## config.mk

```make
export PLATFORM = sky130hd
export DESIGN_NAME = ps2_ascii_decoder
export DESIGN_NICKNAME = d
export VERILOG_FILES = /design/src/rtl/ps2_pkg.sv /design/src/rtl/ps2_ascii_lut.sv /design/src/rtl/ps2_ascii_decoder.sv
export SDC_FILE = /design/constraint.sdc
export NUM_CORES = 1
export LEC_CHECK = 0
export BUFFER_PORTS_ARGS = -buffer_cell sky130_fd_sc_hd__buf_2
export CORE_MARGIN = 8
export CORE_UTILIZATION = 39
export CTS_CLUSTER_DIAMETER = 100
export DETAILED_ROUTE_END_ITERATION = 10
export PLACE_DENSITY_LB_ADDON = 0.1
export SLEW_MARGIN = 10
export SYNTH_ARGS = -nofsm -noshare
export SYNTH_HDL_FRONTEND = slang
export SYNTH_SLANG_ARGS = --single-unit
export TNS_END_PERCENT = 5
```

## constraint.sdc

```tcl
create_clock -name Clock -period 6.8 [get_ports Clock]
set_input_delay 1.36 -clock Clock [delete_from_list [all_inputs] [get_ports Clock]]
set_output_delay 1.36 -clock Clock [all_outputs]
set_load 0.01 [all_outputs]
```

## src/rtl/ps2_pkg.sv

```systemverilog
// Shared types and constants for the PS/2 set-2 scan-code to ASCII decoder.
package ps2_pkg;

    typedef enum logic [1:0] {
        ST_IDLE,
        ST_BRK,
        ST_EXT,
        ST_EXT_BRK
    } ps2_state_t;

    localparam logic [7:0] SC_BREAK   = 8'hF0;
    localparam logic [7:0] SC_EXT     = 8'hE0;
    localparam logic [7:0] SC_SHIFT_L = 8'h12;
    localparam logic [7:0] SC_SHIFT_R = 8'h59;
    localparam logic [7:0] SC_CTRL    = 8'h14;
    localparam logic [7:0] SC_CAPS    = 8'h58;
    localparam logic [7:0] SC_ENTER   = 8'h5A;
    localparam logic [7:0] SC_NULL    = 8'h00;
    localparam logic [7:0] SC_ERR     = 8'hFF;
    localparam logic [7:0] SC_BAT     = 8'hAA;

    localparam logic [6:0] ASC_BS  = 7'h08;
    localparam logic [6:0] ASC_TAB = 7'h09;
    localparam logic [6:0] ASC_CR  = 7'h0D;
    localparam logic [6:0] ASC_ESC = 7'h1B;

    function automatic logic is_letter(input logic [6:0] c);
        return (c >= 7'h41 && c <= 7'h5A) || (c >= 7'h61 && c <= 7'h7A);
    endfunction

endpackage

```

## src/rtl/ps2_ascii_lut.sv

```systemverilog
// Combinational US-layout set-2 lookup: {shift, caps, code} -> {hit, ascii}.
module ps2_ascii_lut
    import ps2_pkg::*;
(
    input  logic       shift,
    input  logic       caps,
    input  logic [7:0] code,
    output logic       hit,
    output logic [6:0] ascii
);

    logic [6:0] norm;
    logic [6:0] shf;
    logic       letter;

    // NOTE: every output of a combinational block gets a default first so no latch is inferred.
    always_comb begin
        hit = 1'b1;
        {norm, shf} = 14'h0;
        case (code)
            8'h1C: {norm, shf} = {7'h61, 7'h41};
            8'h32: {norm, shf} = {7'h62, 7'h42};
            8'h21: {norm, shf} = {7'h63, 7'h43};
            8'h23: {norm, shf} = {7'h64, 7'h44};
            8'h24: {norm, shf} = {7'h65, 7'h45};
            8'h2B: {norm, shf} = {7'h66, 7'h46};
            8'h34: {norm, shf} = {7'h67, 7'h47};
            8'h33: {norm, shf} = {7'h68, 7'h48};
            8'h43: {norm, shf} = {7'h69, 7'h49};
            8'h3B: {norm, shf} = {7'h6A, 7'h4A};
            8'h42: {norm, shf} = {7'h6B, 7'h4B};
            8'h4B: {norm, shf} = {7'h6C, 7'h4C};
            8'h3A: {norm, shf} = {7'h6D, 7'h4D};
            8'h31: {norm, shf} = {7'h6E, 7'h4E};
            8'h44: {norm, shf} = {7'h6F, 7'h4F};
            8'h4D: {norm, shf} = {7'h70, 7'h50};
            8'h15: {norm, shf} = {7'h71, 7'h51};
            8'h2D: {norm, shf} = {7'h72, 7'h52};
            8'h1B: {norm, shf} = {7'h73, 7'h53};
            8'h2C: {norm, shf} = {7'h74, 7'h54};
            8'h3C: {norm, shf} = {7'h75, 7'h55};
            8'h2A: {norm, shf} = {7'h76, 7'h56};
            8'h1D: {norm, shf} = {7'h77, 7'h57};
            8'h22: {norm, shf} = {7'h78, 7'h58};
            8'h35: {norm, shf} = {7'h79, 7'h59};
            8'h1A: {norm, shf} = {7'h7A, 7'h5A};
            8'h16: {norm, shf} = {7'h31, 7'h21};
            8'h1E: {norm, shf} = {7'h32, 7'h40};
            8'h26: {norm, shf} = {7'h33, 7'h23};
            8'h25: {norm, shf} = {7'h34, 7'h24};
            8'h2E: {norm, shf} = {7'h35, 7'h25};
            8'h36: {norm, shf} = {7'h36, 7'h5E};
            8'h3D: {norm, shf} = {7'h37, 7'h26};
            8'h3E: {norm, shf} = {7'h38, 7'h2A};
            8'h46: {norm, shf} = {7'h39, 7'h28};
            8'h45: {norm, shf} = {7'h30, 7'h29};
            8'h0E: {norm, shf} = {7'h60, 7'h7E};
            8'h4E: {norm, shf} = {7'h2D, 7'h5F};
            8'h55: {norm, shf} = {7'h3D, 7'h2B};
            8'h54: {norm, shf} = {7'h5B, 7'h7B};
            8'h5B: {norm, shf} = {7'h5D, 7'h7D};
            8'h5D: {norm, shf} = {7'h5C, 7'h7C};
            8'h4C: {norm, shf} = {7'h3B, 7'h3A};
            8'h52: {norm, shf} = {7'h27, 7'h22};
            8'h41: {norm, shf} = {7'h2C, 7'h3C};
            8'h49: {norm, shf} = {7'h2E, 7'h3E};
            8'h4A: {norm, shf} = {7'h2F, 7'h3F};
            8'h29: {norm, shf} = {7'h20, 7'h20};
            8'h66: {norm, shf} = {ASC_BS, ASC_BS};
            8'h0D: {norm, shf} = {ASC_TAB, ASC_TAB};
            8'h76: {norm, shf} = {ASC_ESC, ASC_ESC};
            8'h5A: {norm, shf} = {ASC_CR, ASC_CR};
            default: hit = 1'b0;
        endcase
    end

    // Only letters have their unshifted form in a..z; they alone honour Caps Lock.
    assign letter = (norm >= 7'h61) && (norm <= 7'h7A);
    assign ascii  = (letter ? (shift ^ caps) : shift) ? shf : norm;

endmodule

```

## src/rtl/ps2_ascii_decoder.sv

```systemverilog
// PS/2 set-2 decoder: prefix FSM, modifier tracking and output FIFO.
// Optional Ctrl-letter control codes enabled by defining PS2_CTRL_CODES_EN.
module ps2_ascii_decoder
    import ps2_pkg::*;
#(
    parameter int FIFO_DEPTH    = 8,
    parameter bit EMIT_ON_BREAK = 1'b0
) (
    input  logic                        Clock,
    input  logic                        Reset,
    input  logic [7:0]                  ScanCode,
    input  logic                        ScanValid,
    output logic [6:0]                  Ascii,
    output logic                        AsciiValid,
    input  logic                        AsciiReady,
    output logic                        CapsLed,
    output logic                        ShiftActive,
    output logic                        Overflow,
    output logic [$clog2(FIFO_DEPTH):0] Level
);

    localparam int AW = $clog2(FIFO_DEPTH);

    ps2_state_t state, state_nx;
    logic       key_make, key_break, key_ext;
    logic       shift_l, shift_r, caps_led, caps_held;
    logic       lut_hit;
    logic [6:0] lut_ascii;
    logic       push;
    logic [6:0] push_char;

    // NOTE: state register uses non-blocking assignment; next-state logic is a separate combinational process.
    always_ff @(posedge Clock or posedge Reset) begin
        if (Reset) state <= ST_IDLE;
        else       state <= state_nx;
    end

    always_comb begin
        state_nx  = state;
        key_make  = 1'b0;
        key_break = 1'b0;
        key_ext   = 1'b0;
        if (ScanValid) begin
            if (ScanCode == SC_NULL || ScanCode == SC_ERR || ScanCode == SC_BAT) begin
                state_nx = ST_IDLE;
            end else begin
                case (state)
                    ST_IDLE: begin
                        if (ScanCode == SC_BREAK)    state_nx = ST_BRK;
                        else if (ScanCode == SC_EXT) state_nx = ST_EXT;
                        else                         key_make = 1'b1;
                    end
                    ST_BRK: begin
                        key_break = 1'b1;
                        state_nx  = ST_IDLE;
                    end
                    ST_EXT: begin
                        if (ScanCode == SC_BREAK) begin
                            state_nx = ST_EXT_BRK;
                        end else begin
                            key_make = 1'b1;
                            key_ext  = 1'b1;
                            state_nx = ST_IDLE;
                        end
                    end
                    default: begin
                        key_break = 1'b1;
                        key_ext   = 1'b1;
                        state_nx  = ST_IDLE;
                    end
                endcase
            end
        end
    end

`ifdef PS2_CTRL_CODES_EN
    logic ctrl;
`endif

    always_ff @(posedge Clock or posedge Reset) begin
        if (Reset) begin
            shift_l   <= 1'b0;
            shift_r   <= 1'b0;
            caps_led  <= 1'b0;
            caps_held <= 1'b0;
`ifdef PS2_CTRL_CODES_EN
            ctrl      <= 1'b0;
`endif
        end else if (key_make || key_break) begin
            if (!key_ext && ScanCode == SC_SHIFT_L) shift_l <= key_make;
            if (!key_ext && ScanCode == SC_SHIFT_R) shift_r <= key_make;
            // Typematic repeats of Caps arrive while held and must not re-toggle.
            if (!key_ext && ScanCode == SC_CAPS) begin
                if (key_make && !caps_held) caps_led <= ~caps_led;
                caps_held <= key_make;
            end
`ifdef PS2_CTRL_CODES_EN
            if (ScanCode == SC_CTRL) ctrl <= key_make;
`endif
        end
    end

    assign ShiftActive = shift_l | shift_r;
    assign CapsLed     = caps_led;

    ps2_ascii_lut u_lut (
        .shift (ShiftActive),
        .caps  (caps_led),
        .code  (ScanCode),
        .hit   (lut_hit),
        .ascii (lut_ascii)
    );

    always_comb begin
        push      = 1'b0;
        push_char = lut_ascii;
        if (EMIT_ON_BREAK ? key_break : key_make) begin
            if (key_ext) begin
                push      = (ScanCode == SC_ENTER);
                push_char = ASC_CR;
            end else begin
`ifdef PS2_CTRL_CODES_EN
                if (ctrl) begin
                    push      = lut_hit && is_letter(lut_ascii);
                    push_char = {2'b00, lut_ascii[4:0]};
                end else begin
                    push = lut_hit;
                end
`else
                push = lut_hit;
`endif
            end
        end
    end

    logic [6:0]    mem [FIFO_DEPTH];
    logic [AW-1:0] wr_ptr, rd_ptr;
    logic [AW:0]   count;
    logic          full, pop, do_push;

    assign full    = (count == (AW + 1)'(FIFO_DEPTH));
    assign pop     = (count != '0) && AsciiReady;
    assign do_push = push && (!full || pop);

    // NOTE: storage array is not reset; only pointers and count carry state that matters after reset.
    always_ff @(posedge Clock) begin
        if (do_push) mem[wr_ptr] <= push_char;
    end

    always_ff @(posedge Clock or posedge Reset) begin
        if (Reset) begin
            wr_ptr   <= '0;
            rd_ptr   <= '0;
            count    <= '0;
            Overflow <= 1'b0;
        end else begin
            if (do_push) wr_ptr <= wr_ptr + 1'b1;
            if (pop)     rd_ptr <= rd_ptr + 1'b1;
            case ({do_push, pop})
                2'b10:   count <= count + 1'b1;
                2'b01:   count <= count - 1'b1;
                default: count <= count;
            endcase
            Overflow <= push && full && !pop;
        end
    end

    assign AsciiValid = (count != '0);
    assign Ascii      = AsciiValid ? mem[rd_ptr] : 7'h00;
    assign Level      = count;

endmodule

```

## After elaboration in Yosys (flattened, before gate mapping)

Memory sizes are Yosys's and may differ from the RTL's.
Index checks and enable logic that the tools add are counted.

| word-level totals | value |
|---|---|
| flip-flop bits (word level) | 17 |
| latch bits | 0 |
| bits in writable memories | 56 |
| bits in read-only memories | 0 |
| bits of input ports | 12 |
| word-level logic and storage cells | 143 |
| memories kept | 1 |

Memories:

| name | words | bits a word | rd ports | clocked after Yosys merged registers in | write ports | line | RTL |
|---|---|---|---|---|---|---|---|
| mem | 8 | 7 | 1 | 0 | 1 | ps2_ascii_decoder.sv:136 | `logic [6:0] mem [FIFO_DEPTH];` |

| operators by class | value |
|---|---|
| add/subtract/negate cells | 4 |
| $mul | 0 |
| div/mod/pow operators | 0 |
| order comparisons | 2 |
| equal/unequal tests | 65 |
| shift-type cells | 0 |
| mux-type cells | 30 |
| bitwise gates (word level) | 3 |
| reduce and logical (&&, ||, !) cells | 29 |

Operator list:

| kind | number |
|---|---|
| $pmux W7 S52 | 2 |
| $eq A8 B6 Y1 const B | 23 |
| $eq A8 B7 Y1 const B | 22 |
| $eq A8 B5 Y1 const B | 8 |
| $reduce_or A52 Y1 | 1 |
| $eq A8 B8 Y1 const B | 4 |
| $mux W7 | 4 |
| $eq A8 B4 Y1 const B | 2 |
| $mux W1 | 16 |
| $logic_and A1 B1 Y1 | 9 |
| $logic_not A8 Y1 | 1 |
| $mux W2 | 4 |
| $pmux W4 S2 | 1 |
| $reduce_and A2 Y1 | 4 |
| $ge A7 B7 Y1 const B | 1 |
| $le A7 B7 Y1 const B | 1 |
| $add A3 B1 Y3 const B | 2 |
| $add A4 B1 Y4 const B | 1 |
| $eq A2 B1 Y1 const B | 2 |
| $eq A2 B2 Y1 const B | 2 |
| $eq A4 B4 Y1 const B | 1 |
| $logic_not A1 Y1 | 4 |
| $logic_or A1 B1 Y1 | 4 |
| $ne A4 B4 Y1 const B | 1 |
| other kinds (11) | 13 |

## Longest topological paths before layout

Gate-level depths: netlist of the first run.

| depth | value |
|---|---|
| depth in word-level cells | 10 |
| depth in mapped cells | 19 |
| depth with buffers taken out | 14 |

## Modules after synthesis

A second synthesis of the first run with hierarchy kept.

| second synthesis, totals | value |
|---|---|
| cell total of the unflattened synthesis | 431 |
| area, all modules | 4,837.1 µm² |

By module, submodules not included:

| module | instances | cells each | area an instance (µm²) |
|---|---|---|---|
| ps2_ascii_decoder | 1 | 207 | 3,266.9 |
| ps2_ascii_lut | 1 | 224 | 1,570.3 |

## Worst setup path before layout of the first run

No wires, ideal clock.

| timing | value |
|---|---|
| kind | input port to flip-flop |
| start | in ScanCode[0] |
| end | mem mem[0][0], enable pin |
| library setup time | 0.380 ns |
| arrival | 4.186 ns |
| data required time | 6.420 ns |
| slack | 2.234 ns |
| stages on the path | 14 |
| cell sequence | buf_4 > buf_6 > buf_2 > clkbuf_1 > nand2_1 > a2bb2oi_1 > o221ai_1 > a211oi_1 > nand2_1 > a41o_1 > clkbuf_1 > nor2b_1 > nand2b_1 > nor3_1 |

| between the ends | value |
|---|---|
| cells in the longest elaborated chain, start to end | 10 |

RTL lines:

| item | line | RTL |
|---|---|---|
| from (decl) | ps2_ascii_decoder.sv:11 | `input logic [7:0] ScanCode,` |
| $eq A8 B8 Y1 (tied with other cells) | ps2_ascii_decoder.sv:49, ps2_ascii_decoder.sv:58 |  |
| $mux W1 (tied with other cells) | ps2_ascii_decoder.sv:58 | `if (ScanCode == SC_BREAK) begin` |
| $pmux W1 S2 (tied with other cells) | ps2_ascii_decoder.sv:47 | `case (state)` |
| $mux W1 / $pmux W1 S2 (equally long branches) | ps2_ascii_decoder.sv:44, ps2_ascii_decoder.sv:47 |  |
| $mux W1 (on tied branches) | ps2_ascii_decoder.sv:43, ps2_ascii_decoder.sv:44 |  |
| $mux W1 (on tied branches) | ps2_ascii_decoder.sv:118, ps2_ascii_decoder.sv:43 |  |
| $mux W1 * | ps2_ascii_decoder.sv:117 | `if (EMIT_ON_BREAK ? key_break : key_make) begin` |
| $logic_and A1 B1 Y1 * | ps2_ascii_decoder.sv:143 | `assign do_push = push && (!full \|\| pop);` |
| $mux W1 * | ps2_ascii_decoder.sv:147 | `if (do_push) mem[wr_ptr] <= push_char;` |
| $mux W1 (implied by the code) * | ps2_ascii_decoder.sv:147 |  |
| to (decl) | ps2_ascii_decoder.sv:136 |  |

Mark *: on every way between the ends. The rest lies on a longest branch, timed or not.

## Worst setup path after layout of the first run

| timing | value |
|---|---|
| start | in ScanCode[0] |
| end | mem mem[1][1], data pin |

| between the ends | value |
|---|---|
| cells in the longest elaborated chain, start to end | 8 |

RTL lines:

| item | line | RTL |
|---|---|---|
| $eq A8 B7 Y1 (tied with other cells) | ps2_ascii_lut.sv:20 | `case (code)` |
| $pmux W7 S52 | ps2_ascii_lut.sv:20 |  |
| $ge A7 B7 Y1 / $le A7 B7 Y1 (equally long branches) | ps2_ascii_lut.sv:78 | `assign letter = (norm >= 7'h61) && (norm <= 7'h7A);` |
| $logic_and A1 B1 Y1 | ps2_ascii_lut.sv:78 |  |
| $mux W1 | ps2_ascii_lut.sv:79 | `assign ascii = (letter ? (shift ^ caps) : shift) ? shf : norm;` |
| $mux W7 | ps2_ascii_lut.sv:79 |  |
| $mux W7 | ps2_ascii_decoder.sv:118 | `if (key_ext) begin` |
| $mux W7 * | ps2_ascii_decoder.sv:117 |  |
| net push_char[1] | ps2_ascii_decoder.sv:30 | `logic [6:0] push_char;` |

The timed path passes the listed nets; every way through them passes the cells marked *.

==> results of run 1 <==
[logic make-up after synthesis]
kind of cell,after synthesis,share of synthesized area
simple gates,203,0.2427
compound gates,85,0.1347
mux,31,0.1004
buf+inv,51,0.05888
fa+ha+maj,5,0.01434
xor+xnor,10,0.01792
flops,73,0.4311
[sequential cells by signal, indices dropped and copies added (netlist names)]
register	flops
shift_l	1
caps_held	1
Level	4
CapsLed	1
mem	56
rd_ptr	3
wr_ptr	3
state	2
Overflow	1
shift_r	1
[per-stage QoR]
step	hold WS [ns]	total power [mW]
2_1_floorplan	0.4743	0.9350
3_3_place_gp	0.4905	1.067
3_5_place_dp	0.4965	1.071
4_1_cts	0.5083	1.552
5_1_grt	0.5133	1.623
6_report	0.5065	1.536
[power by group through the flow]
stage	clock (mW)	sequential [mW]	combinational, mW
finish	0.482	0.627	0.427
global route	0.506	0.641	0.476
CTS	0.487	0.630	0.434
detailed placement	0	0.638	0.433
global placement	0	0.637	0.430
floorplan	0	0.576	0.359
[metal layers]
metal  global-route usage  vias to the layer above  share of wire  wire length [um]
met5                    0                        -              0                 0
met4              0.09091                        0          0.041               528
met3              0.02288                       32          0.039               508
met2               0.2642                      106           0.49              6374
met1               0.2016                     1831           0.43              5545
li1                     -                     1778              -                 -
[cell type report]
type | count | area, um2
fill | 1211 | 7071
multi-input combinational | 334 | 2505
sequential | 73 | 2107
clock buffer | 12 | 236.5
tap | 172 | 215.2
timing repair buffer | 31 | 167.7
clock inverter | 4 | 67.56
inverter | 12 | 45.04
[cells in the final DEF, fill, tap and decap left out, types with 5 or more instances in the layout]
master,instances
o21ai_0,6
nor3_1,20
mux4_2,14
buf_2,26
buf_4,5
xor2_1,5
nor2b_1,5
edfxtp_1,56
xnor2_1,5
or3_1,6
a31oi_1,5
clkbuf_16,9
nor2_1,37
dfrtp_1,17
a211oi_1,9
nand2_1,42
nand3b_1,6
mux2i_1,13
nand2b_1,12
nor3b_1,7
inv_1,12
nand3_1,17
a21oi_1,13
[path summary, 6_finish.rpt]
kind | end | slack [ns] | depth (start not counted)
worst max-delay path | mem[1][1] | 1.48 | 10
worst min-delay path | caps_held | 0.51 | 1
worst max register to register | mem[3][3] | 3.71 | 7
worst min register to register | caps_held | 0.51 | 1
max in group asynchronous | rd_ptr[1] | 5.27 | 2
min in group asynchronous | state[0] | 1.11 | 2
==> out/metrics.cfg, run 1 <==
[power_and_ir_drop]
cellPowerDensity_nw_per_um2 = 287.5
p_leak_nw = 1.953
power.combinational.fraction = 0.278
vdd_drop_max_mv = 0.1383
internal_power_mw = 1.063
power_frac_seq = 0.408
swShare = 0.3080
p_sw_uw = 473.2
clkPwrFrac = 0.314

[critical_path]
cp_slowest_stage_delay_ns = 0.54
crit_family = simple AND/OR/NAND/NOR gates
crit_fanout = 35
crit_chain = buf_2 > nand2b_1 > mux2i_1 > a311o_1 > nor4_1 > or4bb_1 > or4_1 > o311a_1 > or3_1 > a31oi_1
crit_path_start_kind = primary input
critical_path_required_ns = 6.84
slowest_stage = or4bb_1
crit_path_end_kind = flop
arrival_ns = 5.36
path_class = primary input to flop
path_buf_inv = 1
cp-startpoint = ScanCode[0]
r2r_start = state[1]

[timing]
final-setup-viol-count = 0
slew_headroom = 0.3381
worstMarginPinSlew_ns = 0.9928
setup_tns_ns = 0
finalHoldViolCount = 0
setup_slack_ns = 1.475
finalCriticalPeriod_ns = 5.325
rsz0062_at_grt = no
finClkSkew_ns = 0.004873
period_share = 0.7831
slew_violations = 0
fmax_ghz = 0.1878

[cts]
post_cts_buffers = 0
cts_hold_buffers = 0
cts_htree_levels = 3
ctsResizeCount = 0
cts_tree = built
clock-sinks = 73
numCtsBuffers = 9
cts_max_path_buffers = 2
root_buffer = clkbuf_16
clk_latency_ns = 0.33
clk_pin_slew_worst_paths_ns = 0.06

[placement]
port-buffer-count = 26
gp_congestion = 0.9308
place_hpwl_um = 9188
placed_cell_area_um2 = 5040
pre_cts_ws_ns = 1.221
dp.cells = 622

[yosys]
ys_warn_count = 0
synth-async-reset-ratio = 0.2329
synth_top_area_frac = 0.3441
ys_types = 78
synth.ff_latch_count = 73
yosysTopAreaCell = edfxtp_1
ys_top_cells_by_area = edfxtp_1, dfrtp_1, mux4_2
ys.flop_type = edfxtp_1
synth_edf_count = 56
synth.avg_cell_area_um2 = 10.67
synth_common_cells = edfxtp_1, nand2_1, nor2_1, nor3_1
ys_seq_area_frac = 0.4311
synth.most_common_cell = edfxtp_1
syn_area_um2 = 4887
syn-num-nets = 475
synthCells = 458

[route]
drc = 0
drt_pass1_iterations = 5
drt-wirelength-per-cell_um = 20.31
routed_via_density = 5.873
drt-initial-drc-count = 319
ant_nets = 0
vias = 3747
wl_um = 12960

[grt]
antenna_found_initial = 0
grt_pass1_wl_um = 20640
grt_start_max_net_pins = 47
grt_pass1_vias = 3647
grt_usage = 0.1617
overflow = 0

[outcome]
status = finished clean

[die]
floorplan.initialDensity = 0.3937
die_x_um = 127.9
rows = 41
dieArea_um2 = 16370
coreArea_um2 = 12410
io_pins = 27
chipHeight_um = 127.9

[job]
maxCapViolations = 0

[worst_hold_path]
hp-start = caps_held
hold_class = flop to flop

[cells_and_area]
nNetsFinal = 478
diodes = 0
syn2layout_area_growth_pct = 9.345
final_area_um2 = 5344
final_util = 0.4305
drive_gt1_frac = 0.1781
final_cells = 638

(Power assumes the default switching activity.)
==> run 2, diff against run 1 <==
- clock period: 6.8 -> 4.79 ns (I/O delays scaled with it)
==> out/metrics.cfg, run 2 (same netlist as run 1, synthesis figures left out) <==
[outcome]
status = finished clean

[timing]
slew_violations = 0  ; unchanged
finClkSkew_ns = 0.005824  ; +0.0009511 ns
worstMarginPinSlew_ns = 1.093  ; +0.1001 ns
finalHoldViolCount = 0  ; unchanged
final-setup-viol-count = 0  ; unchanged
setup_tns_ns = 0  ; unchanged
finalCriticalPeriod_ns = 4.257
rsz0062_at_grt = no
period_share = 0.8887
setup_slack_ns = 0.5329  ; -0.9422 ns
fmax_ghz = 0.2349
slew_headroom = 0.2695  ; -0.06867

[critical_path]
crit_chain = buf_2 > buf_4 > or3b_2 > a2111oi_0 > a21oi_1 > nand4_1 > nor2_1 > a41o_1 > nand3_1 > inv_1 > ha_1 > a21o_1 > a21oi_1 > nand3_1 > nand3_1 > o2111ai_1
arrival_ns = 4.45  ; -0.91 ns
critPathMostFrequentCell = nand3_1
slowest_stage = a2111oi_0
crit_fanout = 23  ; -34%
crit_path_end_kind = flop
critical_path_required_ns = 4.98  ; -1.86 ns
crit_path_start_kind = primary input
path_class = primary input to flop
rr_worst_depth = 10  ; +3
cp_slowest_stage_delay_ns = 0.71  ; +0.17 ns

[route]
routed_via_density = 5.762  ; -1.9%
wl_um = 13220  ; +2.1%
vias = 3866  ; +3.2%
ant_nets = 0  ; unchanged
drt_pass1_iterations = 4  ; -1
drt-initial-drc-count = 286  ; -10%
drt-wirelength-per-cell_um = 19.71  ; -3.0%
drc = 0  ; unchanged

[grt]
grt_pass1_wl_um = 21400  ; +3.7%
overflow = 0  ; unchanged
grt_pass1_vias = 3863  ; +5.9%
antenna_found_initial = 0  ; unchanged
grt_usage = 0.1677  ; +0.005957
grt_start_max_net_pins = 26  ; -45%

[cells_and_area]
nNetsFinal = 511  ; +6.9%
register_area_um2 = 2107  ; unchanged
syn2layout_area_growth_pct = 14.31
drive_gt1_frac = 0.2405  ; +0.06237
final_common_cell = edfxtp_1
layout_common_cells = edfxtp_1, nand2_1, buf_4, nor2_1, buf_2
top_register = mem
diodes = 0  ; unchanged
largest_reg_flops = 56  ; unchanged
fillers = 1244  ; +2.7%
multi_input_area_um2 = 2505  ; unchanged

[power_and_ir_drop]
p_leak_nw = 2.119  ; +8.5%
total_power_mw = 2.167  ; +41%
vdd_drop_max_mv = 0.1542  ; +12%
cellPowerDensity_nw_per_um2 = 387.8  ; +35%

[cts]
cts_hold_buffers = 0  ; unchanged
cts_max_path_buffers = 2  ; unchanged
clk_latency_ns = 0.33  ; about the same
numCtsBuffers = 9  ; unchanged
clk_pin_slew_worst_paths_ns = 0.05  ; about the same
clock-sinks = 73  ; unchanged
cts_htree_levels = 3  ; unchanged
ctsResizeCount = 0  ; unchanged
cts_tree = built
root_buffer = clkbuf_16
post_cts_buffers = 0  ; unchanged

[die]
io_pins = 27  ; unchanged
die_x_um = 127.9  ; unchanged
rows = 41  ; unchanged
chipHeight_um = 127.9  ; unchanged
dieArea_um2 = 16370  ; unchanged
coreArea_um2 = 12410  ; unchanged
floorplan.initialDensity = 0.3937  ; unchanged

[worst_hold_path]
hold_class = flop to flop
hold_path_depth = 1  ; unchanged

[placement]
gp_congestion = 0.9402  ; +1.0%
pre_cts_ws_ns = 0.3066  ; -0.9147 ns
place_hpwl_um = 9896  ; +7.7%
port-buffer-count = 26  ; unchanged

[job]
maxCapViolations = 0  ; unchanged

-- run 2: cell count changes in the layout (fill, tap and decap cells not counted) --
cell,change
buf_4,+33
bufinv_16,-1
clkbuf_1,-2
clkinv_1,-2
clkinv_2,+2
clkinv_4,+1
clkinvlp_4,+1
clkbuf_8,+1
-- run 2: layout make-up --
| class | count | area share |
|---|---|---|
| Clock buffer | 11 | 0.04345 |
| Clock inverter | 5 | 0.01008 |
| Tap cell | 172 | 0.03852 |
| Sequential cell | 73 | 0.3772 |
| Timing Repair Buffer | 64 | 0.07436 |
| Multi-Input combinational cell | 334 | 0.4484 |
| Inverter | 12 | 0.008063 |
-- run 2: path summary, 6_finish.rpt --
| check | start | to | slack [ns] |
|---|---|---|---|
| worst max register to register | Level[0] | Level[3] | 1.77 |
| worst max-delay path | ScanCode[4] | Level[3] | 0.53 |
| worst min register to register | state[0] | state[0] | 0.51 |
| max in group asynchronous | Reset | wr_ptr[2] | 3.65 |
| worst min-delay path | state[0] | state[0] | 0.51 |
| min in group asynchronous | Reset | wr_ptr[0] | 0.72 |
-- run 2: layer usage --
metal / wire length [um] / GRT usage / vias to the layer above
met5: 0 / 0 / -
met4: 393 / 0.08112 / 0
met3: 455 / 0.02912 / 25
met2: 6576 / 0.2819 / 100
met1: 5798 / 0.2040 / 1893
li1: - / - / 1848
-- run 2: critical path: cells and delay by family --
family,cells,cell delay (ns)
fa+ha+maj,1,0.28
simple gates,6,1.04
buf+inv,3,0.54
compound gates,6,1.62
-- run 2: report_power, final --
part	switching, mW	internal (mW)	total [mW]	leakage (nW)
Sequential	0.135	0.748	0.884	0.732
Combinational	0.301	0.324	0.625	1.24
Clock	0.242	0.416	0.658	0.145
-- run 2: metrics by stage --
stage	area, um2	utilization	hold slack (ns)	instances
after floorplan	4887	-	0.4743	458
after global placement	5288	0.4259	0.4908	655
after detailed placement	5288	0.4259	0.5028	655
after CTS	5587	0.4500	0.5155	671
after global routing	5587	0.4500	0.5351	671
final	5587	0.4500	0.5094	671
==> run 3, diff against run 2 <==
- ABC_AREA: not set -> 1
- CAP_MARGIN: not set -> 20
- clock period: 4.79 -> 3.8 ns (I/O delays scaled with it)
==> out/metrics.cfg, run 3 <==
[cells_and_area]
syn2layout_area_growth_pct = 13.44
drive_gt1_frac = 0.1288  ; -0.1117
largest_reg_flops = 56  ; unchanged
top_register = mem
diodes = 0  ; unchanged
nNetsFinal = 672  ; +32%
fillers = 1139  ; -8.4%
final_cells = 803  ; +20%
final_common_cell = nand2_1
final_area_um2 = 5152  ; -7.8%
final_util = 0.4532  ; +0.003165
layout_common_cells = nand2_1, nor2_1, inv_1, edfxtp_1, o21ai_0

[timing]
slew_headroom = 0.4917  ; +0.2223
finalCriticalPeriod_ns = 3.186
finClkSkew_ns = 0.005854  ; +0.00002925 ns
slew_violations = 0  ; unchanged
whs_ns = 0.4939  ; -0.01553 ns
setup_slack_ns = 0.6141  ; +0.08124 ns
rsz0062_at_grt = no
final-setup-viol-count = 0  ; unchanged
setup_tns_ns = 0  ; unchanged
period_share = 0.8384
fmax_ghz = 0.3139
finalHoldViolCount = 0  ; unchanged
worstMarginPinSlew_ns = 0.7577  ; -0.3352 ns

[die]
dieArea_um2 = 15350  ; -6.2%
coreArea_um2 = 11370  ; -8.4%
die_x_um = 123.9  ; -3.1%
rows = 39  ; -4.9%
io_pins = 27  ; unchanged
chipHeight_um = 123.9  ; -3.1%
floorplan.initialDensity = 0.3995  ; +0.005801

[grt]
antenna_found_initial = 0  ; unchanged
grt_start_max_net_pins = 31  ; +19%
grt_usage = 0.1696  ; +0.001935
grt_pass1_vias = 4037  ; +4.5%
overflow = 0  ; unchanged
grt_pass1_wl_um = 19910  ; -7.0%

[route]
drt-initial-drc-count = 291  ; +1.7%
vias = 4176  ; +8.0%
drt-wirelength-per-cell_um = 15.39  ; -22%
routed_via_density = 5.200  ; -9.7%
drc = 0  ; unchanged
drt_pass1_iterations = 5  ; +1
ant_nets = 0  ; unchanged
wl_um = 12360  ; -6.6%

[critical_path]
r2r_slack_ns = 1.38  ; -0.39 ns
crit_path_start_kind = primary input
cp-endpoint = Level[3]
r2r_start = state[0]
path_class = primary input to flop
cp-startpoint = ScanCode[7]
arrival_ns = 3.42  ; -1.03 ns
critical_path_required_ns = 4.03  ; -0.95 ns
crit_fanout = 8  ; -65%
r2r_end = Level[3]
crit_path_end_kind = flop
rr_worst_depth = 16  ; +6

[yosys]
synth_edf_count = 56  ; unchanged
synth-async-reset-ratio = 0.2329  ; unchanged
yosysTopAreaCell = edfxtp_1
synth.ff_latch_count = 73  ; unchanged
synth.most_common_cell = nand2_1
syn-num-nets = 634  ; +33%
ys_types = 33  ; -58%
synth_common_cells = nand2_1, nor2_1, inv_1, edfxtp_1, o21ai_0
ys_seq_area_frac = 0.4639  ; +0.03278
ys.flop_type = edfxtp_1
synthCells = 617  ; +35%
ys_warn_count = 0  ; unchanged
ys_top_cells_by_area = edfxtp_1, nand2_1, nor2_1
syn_area_um2 = 4542  ; -7.1%
synth.avg_cell_area_um2 = 7.361  ; -31%
synth_top_area_frac = 0.3702  ; +0.02616

[cts]
root_buffer = clkbuf_16
post_cts_buffers = 0  ; unchanged
cts_htree_levels = 3  ; unchanged
clk_pin_slew_worst_paths_ns = 0.06  ; about the same
cts_max_path_buffers = 2  ; unchanged
ctsResizeCount = 0  ; unchanged
clk_latency_ns = 0.34  ; about the same
cts_hold_buffers = 0  ; unchanged
clock-sinks = 73  ; unchanged
cts_tree = built
numCtsBuffers = 9  ; unchanged

[placement]
dp.cells = 787  ; +20%
port-buffer-count = 26  ; unchanged
placed_cell_area_um2 = 4881  ; -7.7%
pre_cts_ws_ns = 0.2869  ; -0.01974 ns
gp_congestion = 0.8811  ; -6.3%
place_hpwl_um = 9309  ; -5.9%

[worst_hold_path]
hold_class = flop to flop
hp-start = caps_held

[power_and_ir_drop]
total_power_mw = 2.889  ; +33%
p_leak_nw = 2.609  ; +23%
vdd_drop_max_mv = 0.6727  ; +340%
cellPowerDensity_nw_per_um2 = 560.6  ; +45%

[outcome]
status = finished clean

[job]
maxCapViolations = 0  ; unchanged

==> run 3: cell types whose count changed in the layout (fill, tap and decap cells not counted), sizes merged, moves of 13 or more <==
cell    delta
mux4      -14
o21ai     +32
nand2    +147
mux2i     -13
inv       +50
nand2b    -14
buf       -26
nor2     +111
==> run 3: power breakdown <==
part | internal, mW | total [mW] | switching [mW] | leakage (nW)
registers | 0.993 | 1.06 | 0.0667 | 0.726
logic | 0.357 | 1.07 | 0.710 | 1.75
clock network | 0.439 | 0.763 | 0.323 | 0.129
==> run 3: final cells by class <==
cell class | count | area (um2) | area share
multi-input cells | 471 | 2142 | 0.4157
flip-flops and latches | 73 | 2107 | 0.4089
inverters | 62 | 232.7 | 0.04517
clock buffers | 9 | 225.2 | 0.04371
repair buffers | 38 | 220.2 | 0.04274
well taps | 143 | 178.9 | 0.03473
clock inverters | 7 | 46.29 | 0.008985
==> run 3: cell families (layout without fill, tap and decap cells) <==
family | after synthesis | in the layout | share of synthesized area
AOI/OAI and AO/OA | 63 | 63 | 0.07466
xor gates and xnor gates | 6 | 6 | 0.01157
adders and majority gates | 5 | 5 | 0.01543
buffers and inverters | 73 | 116 | 0.06446
DFF | 73 | 73 | 0.4639
and+or+nand+nor | 397 | 397 | 0.3700
==> run 3: layer usage <==
| metal | up-vias | track usage | routed length, um |
|---|---|---|---|
| li1 | 2090 | - | - |
| met1 | 1949 | 0.2235 | 5970 |
| met2 | 118 | 0.2679 | 5516 |
| met3 | 19 | 0.02675 | 566 |
| met4 | 0 | 0.08104 | 303 |
| met5 | - | 0 | 0 |
==> run 3: worst min path at each step <==
stage / cells after the start / slack [ns] / end
2_1_floorplan: 2 / 0.45 / caps_held
3_3_place_gp: 2 / 0.47 / caps_held
3_5_place_dp: 2 / 0.47 / caps_held
4_1_cts: 2 / 0.50 / caps_held
5_1_grt: 2 / 0.52 / caps_held
6_report: 2 / 0.49 / caps_held
==> run 3: critical path, cell delays in order <==
cell     delay, ns
buf_2         0.13
inv_2         0.09
nand2_1       0.12
nor2_1        0.40
nand2_1       0.18
nand2_1       0.20
nor2_1        0.07
nand2_1       0.09
nor2_1        0.06
nand4_2       0.12
nand2_1       0.10
nand2_2       0.11
inv_1         0.07
ha_1          0.32
nand2_1       0.07
nand2_1       0.04
a31oi_1       0.17
inv_1         0.07
nand2_1       0.08
nand3_1       0.06
nand2_1       0.06
inv_1         0.03
